### src/rtl/ccd_pkg.sv
// ccd_pkg: shared types and constants for the CCD capture controller
package ccd_pkg;
  localparam int PIX_W = 12;
  typedef enum logic [1:0] {
    IDLE    = 2'd0,
    ARM     = 2'd1,
    CAPTURE = 2'd2,
    DRAIN   = 2'd3
  } state_t;
endpackage

### src/rtl/ccd_edge_det.sv
// ccd_edge_det: rise/fall detector for one registered sensor strobe
// Ports: im_D5M_PIXLCLK clock, im_RST sync active-high reset, sig strobe in,
//        rise/fall combinational pulses in the cycle sig changes level.
module ccd_edge_det (
  input  logic im_D5M_PIXLCLK,
  input  logic im_RST,
  input  logic sig,
  output logic rise,
  output logic fall
);
  logic prev;
  always_ff @(posedge im_D5M_PIXLCLK) prev <= im_RST ? 1'b0 : sig;
  assign rise = sig & ~prev;
  assign fall = ~sig & prev;
endmodule

### src/rtl/ccd_capture_ctrl.sv
// ccd_capture_ctrl: start/stop/snap controlled frame capture from a D5M-style sensor stream
// Ports: im_D5M_PIXLCLK clock, im_RST sync active-high reset,
//        im_rCCD_DATA/LVAL/FVAL registered sensor stream, im_START/im_STOP/im_SNAP requests,
//        om_DATA/om_DVAL captured pixel (1-cycle latency), om_X_CNT/om_Y_CNT pixel coordinates,
//        om_FRAME_CNT completed frames, om_BUSY not idle, om_FRAME_DONE end-of-frame pulse.
// Build option: CCD_TEST_PATTERN_EN adds im_TEST_PAT, replacing pixel data with {X[5:0],Y[5:0]}.
module ccd_capture_ctrl
  import ccd_pkg::*;
#(
  parameter int FRAME_CNT_W = 16,
  parameter int X_W = 12,
  parameter int Y_W = 12
) (
  input  logic                   im_D5M_PIXLCLK,
  input  logic                   im_RST,
  input  logic [PIX_W-1:0]       im_rCCD_DATA,
  input  logic                   im_rCCD_LVAL,
  input  logic                   im_rCCD_FVAL,
  input  logic                   im_START,
  input  logic                   im_STOP,
  input  logic                   im_SNAP,
`ifdef CCD_TEST_PATTERN_EN
  input  logic                   im_TEST_PAT,
`endif
  output logic [PIX_W-1:0]       om_DATA,
  output logic                   om_DVAL,
  output logic [X_W-1:0]         om_X_CNT,
  output logic [Y_W-1:0]         om_Y_CNT,
  output logic [FRAME_CNT_W-1:0] om_FRAME_CNT,
  output logic                   om_BUSY,
  output logic                   om_FRAME_DONE
);
  state_t state, state_nxt;
  logic single, single_nxt;
  logic frame_active, start_now, cur_active, dval_nxt, frame_end;
  logic l_rise, l_fall, f_rise, f_fall;
  logic [X_W-1:0] x_nxt, xc;
  logic [PIX_W-1:0] pix;

  ccd_edge_det u_lval (
    .im_D5M_PIXLCLK(im_D5M_PIXLCLK), .im_RST(im_RST), .sig(im_rCCD_LVAL),
    .rise(l_rise), .fall(l_fall)
  );
  ccd_edge_det u_fval (
    .im_D5M_PIXLCLK(im_D5M_PIXLCLK), .im_RST(im_RST), .sig(im_rCCD_FVAL),
    .rise(f_rise), .fall(f_fall)
  );

  // A captured frame starts only on an FVAL rise seen while armed or continuously capturing.
  assign start_now  = f_rise & ~im_STOP & (state == ARM || state == CAPTURE);
  assign cur_active = frame_active | start_now;
  assign dval_nxt   = im_rCCD_LVAL & im_rCCD_FVAL & cur_active;
  assign frame_end  = f_fall & frame_active;
  // First pixel of every line is column 0 regardless of leftover count.
  assign xc         = l_rise ? '0 : x_nxt;
  assign om_BUSY    = state != IDLE;

`ifdef CCD_TEST_PATTERN_EN
  assign pix = im_TEST_PAT ? {xc[5:0], om_Y_CNT[5:0]} : im_rCCD_DATA;
`else
  assign pix = im_rCCD_DATA;
`endif

  always_comb begin
    state_nxt  = state;
    single_nxt = single;
    case (state)
      IDLE:
        if (!im_STOP && (im_START || im_SNAP)) begin
          state_nxt  = ARM;
          single_nxt = ~im_START;
        end
      ARM:     state_nxt = im_STOP ? IDLE : f_rise ? CAPTURE : ARM;
      // STOP between frames has nothing to drain; STOP on the last cycle ends now.
      CAPTURE: state_nxt = (f_fall && (single || im_STOP)) || (im_STOP && !frame_active) ? IDLE :
                           im_STOP ? DRAIN : CAPTURE;
      DRAIN:   state_nxt = f_fall ? IDLE : DRAIN;
      default: state_nxt = IDLE;
    endcase
  end

  always_ff @(posedge im_D5M_PIXLCLK) begin
    if (im_RST) begin
      state         <= IDLE;
      single        <= 1'b0;
      frame_active  <= 1'b0;
      x_nxt         <= '0;
      om_X_CNT      <= '0;
      om_Y_CNT      <= '0;
      om_DATA       <= '0;
      om_DVAL       <= 1'b0;
      om_FRAME_CNT  <= '0;
      om_FRAME_DONE <= 1'b0;
    end else begin
      state         <= state_nxt;
      single        <= single_nxt;
      frame_active  <= start_now | (frame_active & ~f_fall);
      om_DVAL       <= dval_nxt;
      om_FRAME_DONE <= frame_end;
      if (frame_end) om_FRAME_CNT <= om_FRAME_CNT + FRAME_CNT_W'(1);
      if (start_now) om_Y_CNT <= '0;
      else if (l_fall && frame_active) om_Y_CNT <= (om_Y_CNT == '1) ? om_Y_CNT : om_Y_CNT + Y_W'(1);
      if (dval_nxt) begin
        om_DATA  <= pix;
        om_X_CNT <= xc;
        x_nxt    <= (xc == '1) ? xc : xc + X_W'(1);
      end else if (l_fall) begin
        om_X_CNT <= '0;
        x_nxt    <= '0;
      end
    end
  end
endmodule

### config.mk
export PLATFORM = sky130hd
export DESIGN_NAME = ccd_capture_ctrl
export DESIGN_NICKNAME = d
export VERILOG_FILES = /design/src/rtl/ccd_pkg.sv /design/src/rtl/ccd_edge_det.sv /design/src/rtl/ccd_capture_ctrl.sv
export SDC_FILE = /design/constraint.sdc
export NUM_CORES = 1
export LEC_CHECK = 0
export ABC_AREA = 1
export BUFFER_PORTS_ARGS = -buffer_cell sky130_fd_sc_hd__clkbuf_2
export CAP_MARGIN = 5
export CORE_AREA = 4 4 85 87
export CTS_BUF_LIST = sky130_fd_sc_hd__clkbuf_2 sky130_fd_sc_hd__clkbuf_4 sky130_fd_sc_hd__clkbuf_8
export DETAILED_ROUTE_END_ITERATION = 8
export DIE_AREA = 0 0 89 91
export GPL_TIMING_DRIVEN = 0
export HOLD_SLACK_MARGIN = 0.15
export PLACE_DENSITY = 0.81
export SYNTH_ARGS = -nofsm -noshare
export SYNTH_HDL_FRONTEND = slang
export SYNTH_SLANG_ARGS = --single-unit
### constraint.sdc
create_clock -name im_D5M_PIXLCLK -period 2.3 [get_ports im_D5M_PIXLCLK]
set_input_delay 0.23 -clock im_D5M_PIXLCLK [delete_from_list [all_inputs] [get_ports im_D5M_PIXLCLK]]
set_output_delay 0.23 -clock im_D5M_PIXLCLK [all_outputs]
set_load 0.02 [all_outputs]
# --- Word-level counts from Yosys, hierarchy flattened ---
# Cells that the tools add are included.
totals:
  regBits: 72
  inputBits: 19
  out_inout_bits: 55
  elab_cells: 69
op_classes:
  add_sub_neg: 3
  n_eq_ne: 6
  n_mux: 12
  bitwise_logic: 20
  reduce_logical: 16
op_table:
  columns: ["cell", "n"]
  rows:
  - ["12-bit two-way mux", 5]
  - ["12-bit by 1-bit adder with 12-bit output (second input constant)", 2]
  - ["12-bit == test (second input constant)", 2]
  - ["16-bit by 1-bit adder with 16-bit output (second input constant)", 1]
  - ["1-bit AND", 10]
  - ["2-bit two-way mux", 5]
  - ["1-bit NOT", 8]
  - ["2-bit case mux with 4 select lines", 1]
  - ["2-bit == test (second input constant)", 2]
  - ["1-bit logical AND", 4]
  - ["1-bit logical OR", 4]
  - ["2-bit AND reduction", 2]
  - ["2-bit nonzero test", 2]
  - ["2-bit by 1-bit == test with 1-bit output (second input constant)", 1]
  - ["1-bit zero test", 2]
  - ["2-bit zero test", 1]
  - ["2-bit != test (second input constant)", 1]
  - ["1-bit OR", 2]
  - ["2-bit OR reduction", 1]
  - ["1-bit two-way mux", 1]

# --- Depth between registers and ports, before layout ---
# Gate-level depths: netlist of run 1.
depth:
  word_depth: 7
  mapped_depth: 14
  depth_no_buf: 13

# --- Cells and area by module ---
# From an unflattened synthesis of run 1, not the netlist that was laid out.
hier_totals:
  cells_unflattened: 492
  hier_area_um2: 3485.8
modules_own_cells:
  columns: ["module", "instances", "cells_per_inst", "area_per_inst_um2", "seq_area_each_um2"]
  rows:
  - ["ccd_capture_ctrl", 1, 480, 3408.3, 1401.3]
  - ["ccd_edge_det", 2, 6, 38.8, 20.0]

# --- Worst setup path before layout of run 1 ---
# Ideal clock, no wire load.
synth_timing:
  path_kind: "reg2reg"
  start: "register u_lval.prev"
  end: "register x_nxt[9]"
  setup_time_ns: 0.110
  arrival_time_ns: 1.748
  t_required_ns: 2.190
  path_slack_ns: 0.443
  path_stages_with_launch: 15
  path_buffers: 2
  synth_period_minus_slack_ns: 1.857
  path_cell_list: "dfxtp_1 inv_2 nand2_2 buf_6 inv_1 nor2_1 ha_1 inv_1 nor2_2 nand3_2 buf_6 nand3_1 nand3_1 nand2_1 inv_1"
synth_via:
  elab_chain_len: 6
  elab_cells_between_ends: 9
  cone_classes: "add/sub (1); eq/ne (1); mux (3); bitwise (3); reduce/logical (1)"
synth_rtl:
  columns: ["element", "line_no", "source"]
  rows:
  - ["start, declared", "ccd_edge_det.sv:11", "logic prev;"]
  - ["start signal, assigned", "ccd_edge_det.sv:12", "always_ff @(posedge im_D5M_PIXLCLK) prev <= im_RST ? 1'b0 : sig;"]
  - ["1-bit NOT", "ccd_edge_det.sv:13", "assign rise = sig & ~prev;"]
  - ["1-bit AND", "ccd_edge_det.sv:13", null]
  - ["12-bit two-way mux", "ccd_capture_ctrl.sv:55", "assign xc = l_rise ? '0 : x_nxt;"]
  - ["12-bit by 1-bit adder with 12-bit output / 12-bit == test (equally long branches)", "ccd_capture_ctrl.sv:106", "x_nxt <= (xc == '1) ? xc : xc + X_W'(1);"]
  - ["12-bit two-way mux", "ccd_capture_ctrl.sv:106", null]
  - ["12-bit two-way mux", "ccd_capture_ctrl.sv:103", "if (dval_nxt) begin"]
  - ["end signal, assigned", "ccd_capture_ctrl.sv:106", null]
  - ["end, declared", "ccd_capture_ctrl.sv:37", "logic [X_W-1:0] x_nxt, xc;"]
# Parallel ways exist; a longest one is shown, timed or not.
# A chain may end at the register's enable or synchronous reset.

# --- Worst setup path after layout of run 1 ---
# Ends and elaborated chain as after synthesis.

==> results of run 1 <==
registers in the layout, summed over array words and instances (netlist names):
signal,flops
om_X_CNT,12
om_DVAL,1
state,2
om_FRAME_CNT,16
om_DATA,12
om_Y_CNT,12
om_FRAME_DONE,1
single,1
u_lval.prev,1
frame_active,1
u_fval.prev,1
x_nxt,12
worst paths after layout:
check,start,endpoint,slack [ps],depth (start not counted)
max,u_lval.prev,x_nxt[9],170,14
max reg2reg,u_lval.prev,x_nxt[9],170,14
min,im_rCCD_DATA[6],om_DATA[6],160,3
min reg2reg,om_X_CNT[3],om_X_CNT[3],470,2
routing by layer:
layer,wire length [um],part of all wire
met4,144,0.017
met5,0,0
met2,4410,0.51
met3,561,0.064
met1,3610,0.41
report_power, final:
part           switching [uW]  internal (uW)
combinational             113           67.2
sequential               9.18           1260
clock                     449            675
metrics by stage:
| step | setup slack [ps] | cell area, sq um | setup TNS [ps] |
|---|---|---|---|
| after floorplan | 443 | 3590 | 0 |
| after global placement | 185 | 4040 | 0 |
| after detailed placement | 116 | 4040 | 0 |
| after CTS | 101 | 4390 | 0 |
| after global routing | -2.06 | 4390 | -2.06 |
| final | 174 | 4390 | 0 |
cell usage in the layout, fill, tap and decap left out, types with 5 or more instances in the layout:
| master | instances |
|---|---|
| nand2_1 | 92 |
| dfxtp_1 | 72 |
| clkbuf_2 | 72 |
| nor2_1 | 63 |
| inv_1 | 54 |
| nand3_1 | 49 |
| o21ai_0 | 30 |
| a21oi_1 | 29 |
| o21ai_1 | 12 |
| dlygate4sd3_1 | 12 |
| clkbuf_8 | 11 |
| nor2_2 | 10 |
| inv_2 | 8 |
| nand3_2 | 7 |
| nor3_1 | 7 |
| xor2_1 | 7 |
| nand4_1 | 7 |
| ha_1 | 6 |
| buf_2 | 5 |
final cells by class:
type | instances | area [sq um]
plain buffers | 16 | 111
well taps | 77 | 96.3
repair buffers | 84 | 480
flip-flops and latches | 72 | 1440
fillers | 541 | 1960
inverters | 63 | 236
clock buffers | 12 | 159
clock inverters | 3 | 65.1
multi-input cells | 350 | 1800
kinds of logic (layout without fill, tap and decap cells):
logic type               Yosys count  after routing
adder cells (fa/ha/maj)            7              7
AND/OR/NAND/NOR                  251            251
XOR/XNOR                           8              8
flip-flops                        72             72
AO/OA/AOI/OAI                     84             84
buffers and inverters             79            178
Yosys cell counts, types with 8 or more instances:
master	n	area share
nor2_2	8	0.014
dfxtp_1	72	0.40
o21ai_0	30	0.042
nor2_1	65	0.068
o21ai_1	12	0.017
inv_1	54	0.057
nand2_1	92	0.096
nand3_1	49	0.068
inv_2	8	0.0084
a21oi_1	29	0.040
what timing repair did:
action                                  CTS  global route
gates resized for setup                   0             3
endpoints found under the setup margin    0             9
hold buffers                             12             0
hold endpoints to repair                 12             0
worst max-delay path: stages, from the launching register on:
cell and delay (ps):
dfxtp_1 380, inv_2 50, nand2_2 100, buf_6 150, inv_1 120, nor2_2 160, ha_2 240, inv_1 80
nor2_2 200, nand3_2 120, buf_6 160, nand3_1 90, nand3_1 80, nand2_1 60, inv_1 40
==> impl_metrics.ini, run 1 <==
[synthesis]
synthSimpleGateAreaFrac = 0.329
synth_top_family_by_area = simple AND/OR/NAND/NOR gates
synthArstFlopShare = 0
yosysSeqAreaShare = 0.402
synth_top_flop_cell = dfxtp_1
synth_area_sq_mm = 0.00359
synth-compound-area-share = 0.128
yosys_warnings = 0
synth_fp_nets = 527
synth.avg_cell_area_sq_um = 7.16
synth_cell_types = 39
muxShareOfSynthArea = 0
synth_adder_area_share = 0.0244
synth_seq_cells = 72
synthesis.instances = 501
synth-edff-count = 0
synth-xor-area-share = 0.0195

[cts]
cts_setup_buffers = 0
worstSkewPairLatency_ps = 340
cts_max_level = 3
cts_root_buf = clkbuf_8
clockBufferDepth = 2
clk_pin_slew_worst_paths_ps = 70
cts_tree = yes
clkSinkCount = 72
cts_buffers = 9

[critical_path]
cp_max_fo = 10
cp.required_ps = 2550
crit_arrival_ps = 2370
timing_worst_setup_path_type = reg2reg
start_kind = flop
cp-end-kind = flop

[global_routing]
grt_max_degree = 12
grt_pass1_vias = 3344
use_met3 = 0.0380
met2_usage = 0.396
grt_pass1_wl_um = 15000
grt_usage = 0.229
use_met1 = 0.273
grt_overflow_total = 0
antenna_found_initial = 0
busiest_layer = met2

[sta]
tightest_slew_ps = 513
finalMaxSlewViolations = 0
finalCritPeriodShare = 0.924
hold_viol = 0
fin_hold_ws_ps = 160
fin_crit_ps = 2130
timing.slew.headroom = 0.658
max_freq_ghz = 0.470
setup_viol = 0
clock_skew_ps = 7.14

[layout]
syn_to_final_growth_pct = 22.5
drive_gt1_frac = 0.233
final_net_count = 622
utilization = 0.692
antennaDiodeCount = 0
fin_cells = 677

[place]
placed_cells = 650
gp_congestion = 0.926
portBuffers = 72
dp_hpwl_um = 6430

[routing]
dr_total_vias = 3580
wirelength_um = 8720
drc = 0
drtPass1Iterations = 5
vias_per_cell = 5.29
drt_iter0_markers = 198
wl_per_cell_um = 12.9
drtAntennaViolNets = 0

[power]
ir_worst_vdd_mv = 0.478
leakagePower_uw = 0.00188
power.density_mw_per_mm2 = 586
total_power_uw = 2570

[floorplan]
start_util = 0.565
die_area_sq_mm = 0.00810
die_w_um = 89
fp.dieH_um = 91
io_pins = 74
core_region_area_sq_mm = 0.00635
rows = 29

[run_status]
outcome = complete, no violations

[min_path]
hold_class = in2reg

[run]
cap_violations = 0
No activity file was read; power rests on OpenSTA's default activity.
==> run 2: changes to the inputs <==
- RECOVER_POWER: not set -> 25
==> run 2 against run 1 <==
Net effect: power fell by 0.24%; core utilization fell by 0.63 points; combinational power barely moved; first-iteration DRC count rose by 14%; critical path depth did not move; critical path type unchanged; largest power group unchanged; highest routed layer unchanged.
==> impl_metrics.ini, run 2 (synthesized netlist as in run 1, its figures left out) <==
[cts]
cts_tree = yes
cts_setup_buffers = 0
clkSinkCount = 72
cts_root_buf = clkbuf_8
cts_buffers = 9
cts_max_level = 3
clk_pin_slew_worst_paths_ps = 70
clockBufferDepth = 2
worstSkewPairLatency_ps = 340

[critical_path]
timing.critical_path.from = u_lval.prev
cp.required_ps = 2550
crit_arrival_ps = 2370
critPathBufInv = 6
cp_max_fo = 10
cp-end-kind = flop
timing.rr.start = u_lval.prev
timing_worst_setup_path_type = reg2reg
path_common_cell = inv_1
critPathMaxStageDelay_ps = 380
cp_slowest_cell = dfxtp_1
start_kind = flop
cp_top_family = simple AND/OR/NAND/NOR gates
path_cells = inv_2 -> nand2_2 -> buf_6 -> inv_1 -> nor2_2 -> ha_2 -> inv_1 -> nor2_2 -> nand3_2 -> buf_6 -> nand3_1 -> nand3_1 -> nand2_1 -> inv_1

[place]
gp_congestion = 0.926
dp_hpwl_um = 6430
portBuffers = 72
placed_cells = 650
placed_area_sq_mm = 0.00404
dp_slack_ps = 116

[layout]
antennaDiodeCount = 0
final_net_count = 622
largest_reg_flops = 16
post-route-cell-area_sq_mm = 0.00435
final_common_cell = nand2_1
regMostFlops = om_FRAME_CNT
syn_to_final_growth_pct = 21.4
final_cell_mix = nand2_1, dfxtp_1, nor2_1
drive_gt1_frac = 0.183
fin_cells = 677
utilization = 0.686

[floorplan]
fp.dieH_um = 91
rows = 29
start_util = 0.565
die_area_sq_mm = 0.00810
core_region_area_sq_mm = 0.00635
io_pins = 74
die_w_um = 89

[global_routing]
antenna_found_initial = 0
grt_overflow_total = 0
grt_max_degree = 12
grt_usage = 0.229
grt_pass1_wl_um = 15000
grt_pass1_vias = 3344

[routing]
drt_iter0_markers = 226
drc = 0
wl_per_cell_um = 12.9
drtAntennaViolNets = 0
dr_total_vias = 3572
wirelength_um = 8740
vias_per_cell = 5.28
drtPass1Iterations = 5

[sta]
fin_crit_ps = 2120
timing.slew.headroom = 0.658
finalCritPeriodShare = 0.921
fin_ws_ps = 181
clock_skew_ps = 5.58
setup_viol = 0
max_freq_ghz = 0.472
hold_viol = 0
finalMaxSlewViolations = 0
tightest_slew_ps = 513

[run]
cap_violations = 0

[power]
power.density_mw_per_mm2 = 590
leakagePower_uw = 0.00178
ir_worst_vdd_mv = 0.487

[min_path]
hold_class = in2reg
min_from = im_rCCD_DATA[6]

[run_status]
outcome = complete, no violations
[run 2: changes by cell type in the layout (fill, tap and decap cells not counted)]
cell	change
clkbuf_1	+29
clkbuf_2	-28
buf_1	-1
nand2_1	+1
nand2_2	-1
nor2_1	+1
nor2_2	-1
[run 2: layer usage]
layer	wire length [um]	share of wire	vias to the layer above	global-route usage
met5	0	0	-	0
met4	160	0.018	0	0.102
met3	494	0.057	11	0.0380
met2	4410	0.50	104	0.396
met1	3680	0.42	1638	0.273
li1	-	-	1819	-
[run 2: worst paths after layout]
path,end,slack (ps),depth (start not counted)
max,x_nxt[9],180,14
min,om_DATA[6],160,3
max reg2reg,x_nxt[9],180,14
min reg2reg,om_X_CNT[3],470,2
[run 2: layout make-up]
type	instances	area, sq um
fillers	556	2000
multi-input cells	350	1800
flip-flops and latches	72	1440
repair buffers	84	445
inverters	63	236
clock buffers	12	159
plain buffers	16	111
well taps	77	96.3
clock inverters	3	65.1
[run 2: stage by stage]
stage	hold WS [ps]	setup TNS [ps]	total power [uW]
final	160	0	2570
after global routing	209	-2.06	2670
after CTS	154	0	2600
after detailed placement	449	0	1460
after global placement	435	0	1460
after floorplan	335	0	1410
[run 2: timing repair]
| item | in CTS | in global routing |
|---|---|---|
| resized for setup | 0 | 3 |
| endpoints found under the hold margin | 12 | 0 |
| setup endpoints to repair | 0 | 9 |
| hold buffers | 12 | 0 |
[run 2: report_power, final]
part / internal, uW / switching, uW
Sequential: 1260 / 8.88
Combinational: 65.2 / 113
Clock: 675 / 445
Total: 2000 / 567
[run 2: worst register-to-register path: stages, from the launching register on]
cell and delay [ps]:
dfxtp_1 380, inv_2 50, nand2_2 100, buf_6 160, inv_1 120, nor2_2 160
ha_2 240, inv_1 80, nor2_2 200, nand3_2 120, buf_6 160, nand3_1 90
nand3_1 80, nand2_1 60, inv_1 40
==> run 3: changes to the inputs <==
--- a/config.mk
+++ b/config.mk
@@ -7,4 +7,5 @@
 export LEC_CHECK = 0
 export ABC_AREA = 1
+export ABC_CLOCK_PERIOD_IN_PS = 2300
 export BUFFER_PORTS_ARGS = -buffer_cell sky130_fd_sc_hd__clkbuf_2
 export CAP_MARGIN = 5
==> constraint.sdc (replaced) <==
create_clock -name im_D5M_PIXLCLK -period 2.3 [get_ports im_D5M_PIXLCLK]
set_input_delay 0.69 -clock im_D5M_PIXLCLK [delete_from_list [all_inputs] [get_ports im_D5M_PIXLCLK]]
set_output_delay 0.69 -clock im_D5M_PIXLCLK [all_outputs]
set_load 0.02 [all_outputs]
==> run 3 against run 2 <==
Net effect: hold slack better by 310 ps; largest cell class unchanged; power fell by 0.41%; largest power group unchanged; maximum frequency down 1.7%; sequential share of layout area up 0.81 points; die area stayed put.
==> impl_metrics.ini, run 3 (synthesized netlist as in run 1, its figures left out) <==
[min_path]
hold_class = reg2reg
min_from = om_X_CNT[3]
min_to = om_X_CNT[3]
hold_depth = 2

[critical_path]
cp.required_ps = 2550
cp_slowest_cell = ha_2
regToRegSetupSlack_ps = 210
path_common_cell = inv_1
reg2reg_depth = 14
crit_arrival_ps = 2400
timing_worst_setup_path_type = in2reg
critPathMaxStageDelay_ps = 240
cp_top_family = simple AND/OR/NAND/NOR gates
cp-end-kind = flop
critPathBufInv = 6
start_kind = primary input
timing.rr.start = u_lval.prev
path_cells = clkbuf_2 -> nand2_2 -> buf_6 -> inv_1 -> nor2_2 -> ha_2 -> inv_1 -> nor2_4 -> nand3_2 -> buf_6 -> nand3_1 -> nand3_1 -> nand2_1 -> inv_1
cp_max_fo = 10
worstReg2RegEnd = x_nxt[9]

[cts]
worstSkewPairLatency_ps = 350
clockBufferDepth = 2
cts_max_level = 3
cts_buffers = 9
cts_setup_buffers = 0
cts_hold_buffers = 0
clkSinkCount = 72
cts_root_buf = clkbuf_8
cts_resized = 0
cts_tree = yes
clk_pin_slew_worst_paths_ps = 70

[routing]
wirelength_um = 8600
vias_per_cell = 5.28
drtPass1Iterations = 5
drtAntennaViolNets = 0
drt_iter0_markers = 178
wl_per_cell_um = 12.9
drc = 0
dr_total_vias = 3513

[place]
portBuffers = 72
gp_congestion = 0.926
dp_slack_ps = -313
dp_hpwl_um = 6430
placed_area_sq_mm = 0.00404

[power]
power.density_mw_per_mm2 = 602
total_power_uw = 2560
ir_worst_vdd_mv = 0.478
leakagePower_uw = 0.00179

[run]
cap_violations = 0

[sta]
finalCritPeriodShare = 0.938
finalMaxSlewViolations = 0
clock_skew_ps = 9.07
max_freq_ghz = 0.464
hold_viol = 0
rsz0062_at_grt = false
timing.slew.headroom = 0.660
setup_viol = 0
tightest_slew_ps = 509
fin_ws_ps = 144
fin_crit_ps = 2160

[layout]
largest_reg_flops = 16
ff_latch_area_sq_mm = 0.00144
post-route-cell-area_sq_mm = 0.00425
drive_gt1_frac = 0.207
final.fill_count = 567
multiInputGateArea_sq_mm = 0.00180
regMostFlops = om_FRAME_CNT
utilization = 0.669
final_net_count = 610
antennaDiodeCount = 0
syn_to_final_growth_pct = 18.5
final_common_cell = nand2_1
final_cell_mix = nand2_1, dfxtp_1, nor2_1

[global_routing]
grt_usage = 0.224
grt_pass1_wl_um = 14700
use_met1 = 0.269
antenna_found_initial = 0
busiest_layer = met2
grt_overflow_total = 0
use_met3 = 0.0380
grt_pass1_vias = 3301
grt_max_degree = 12
met2_usage = 0.383

[floorplan]
die_w_um = 89
fp.dieH_um = 91
io_pins = 74
start_util = 0.565
die_area_sq_mm = 0.00810
core_region_area_sq_mm = 0.00635
rows = 29

[run_status]
outcome = complete, no violations
==> run 3: worst register-to-register path: cells and delay by family (launching register included) <==
family / cells / cell delay, ps
buffers and inverters: 6 / 620
adder cells (fa/ha/maj): 1 / 240
AND/OR/NAND/NOR: 7 / 760
flip-flops: 1 / 380
==> run 3: cell type report <==
type,instances,share of cell area
timing repair buffer,72,0.0815
clock inverter,3,0.0153
clock buffer,12,0.0374
inverter,63,0.0556
tap,77,0.0227
sequential,72,0.339
buffer,16,0.0256
multi-input combinational,350,0.423
==> run 3: worst max path at each step <==
stage,start,end,slack [ps],depth (start not counted)
6_report,im_rCCD_LVAL,x_nxt[9],140,14
5_1_grt,im_rCCD_LVAL,x_nxt[0],20,14
4_1_cts,im_rCCD_LVAL,x_nxt[9],60,14
3_5_place_dp,im_rCCD_LVAL,x_nxt[9],-310,14
3_3_place_gp,im_rCCD_LVAL,x_nxt[9],-250,14
2_1_floorplan,im_rCCD_LVAL,x_nxt[9],150,13
==> run 3: where the power goes <==
group / switching, uW / internal (uW) / total (uW) / leakage [uW]
Sequential: 9.03 / 1260 / 1270 / 0.000581
Clock: 451 / 675 / 1130 / 0.000116
Combinational: 110 / 52.4 / 162 / 0.00109
Total: 569 / 1990 / 2560 / 0.00179
==> run 3: per-stage QoR <==
stage | TNS [ps] | hold slack, ps | std cells
floorplan | 0 | 455 | 501
global route | 0 | 494 | 665
CTS | 0 | 471 | 665
global placement | -2050 | 447 | 650
detailed placement | -2820 | 461 | 650
finish | 0 | 470 | 665
==> run 3: routing by layer <==
layer,wire [um],up-vias,part of all wire
met5,0,-,0
met4,158,0,0.018
met3,508,11,0.059
met2,4220,111,0.49
met1,3710,1595,0.43
li1,-,1796,-
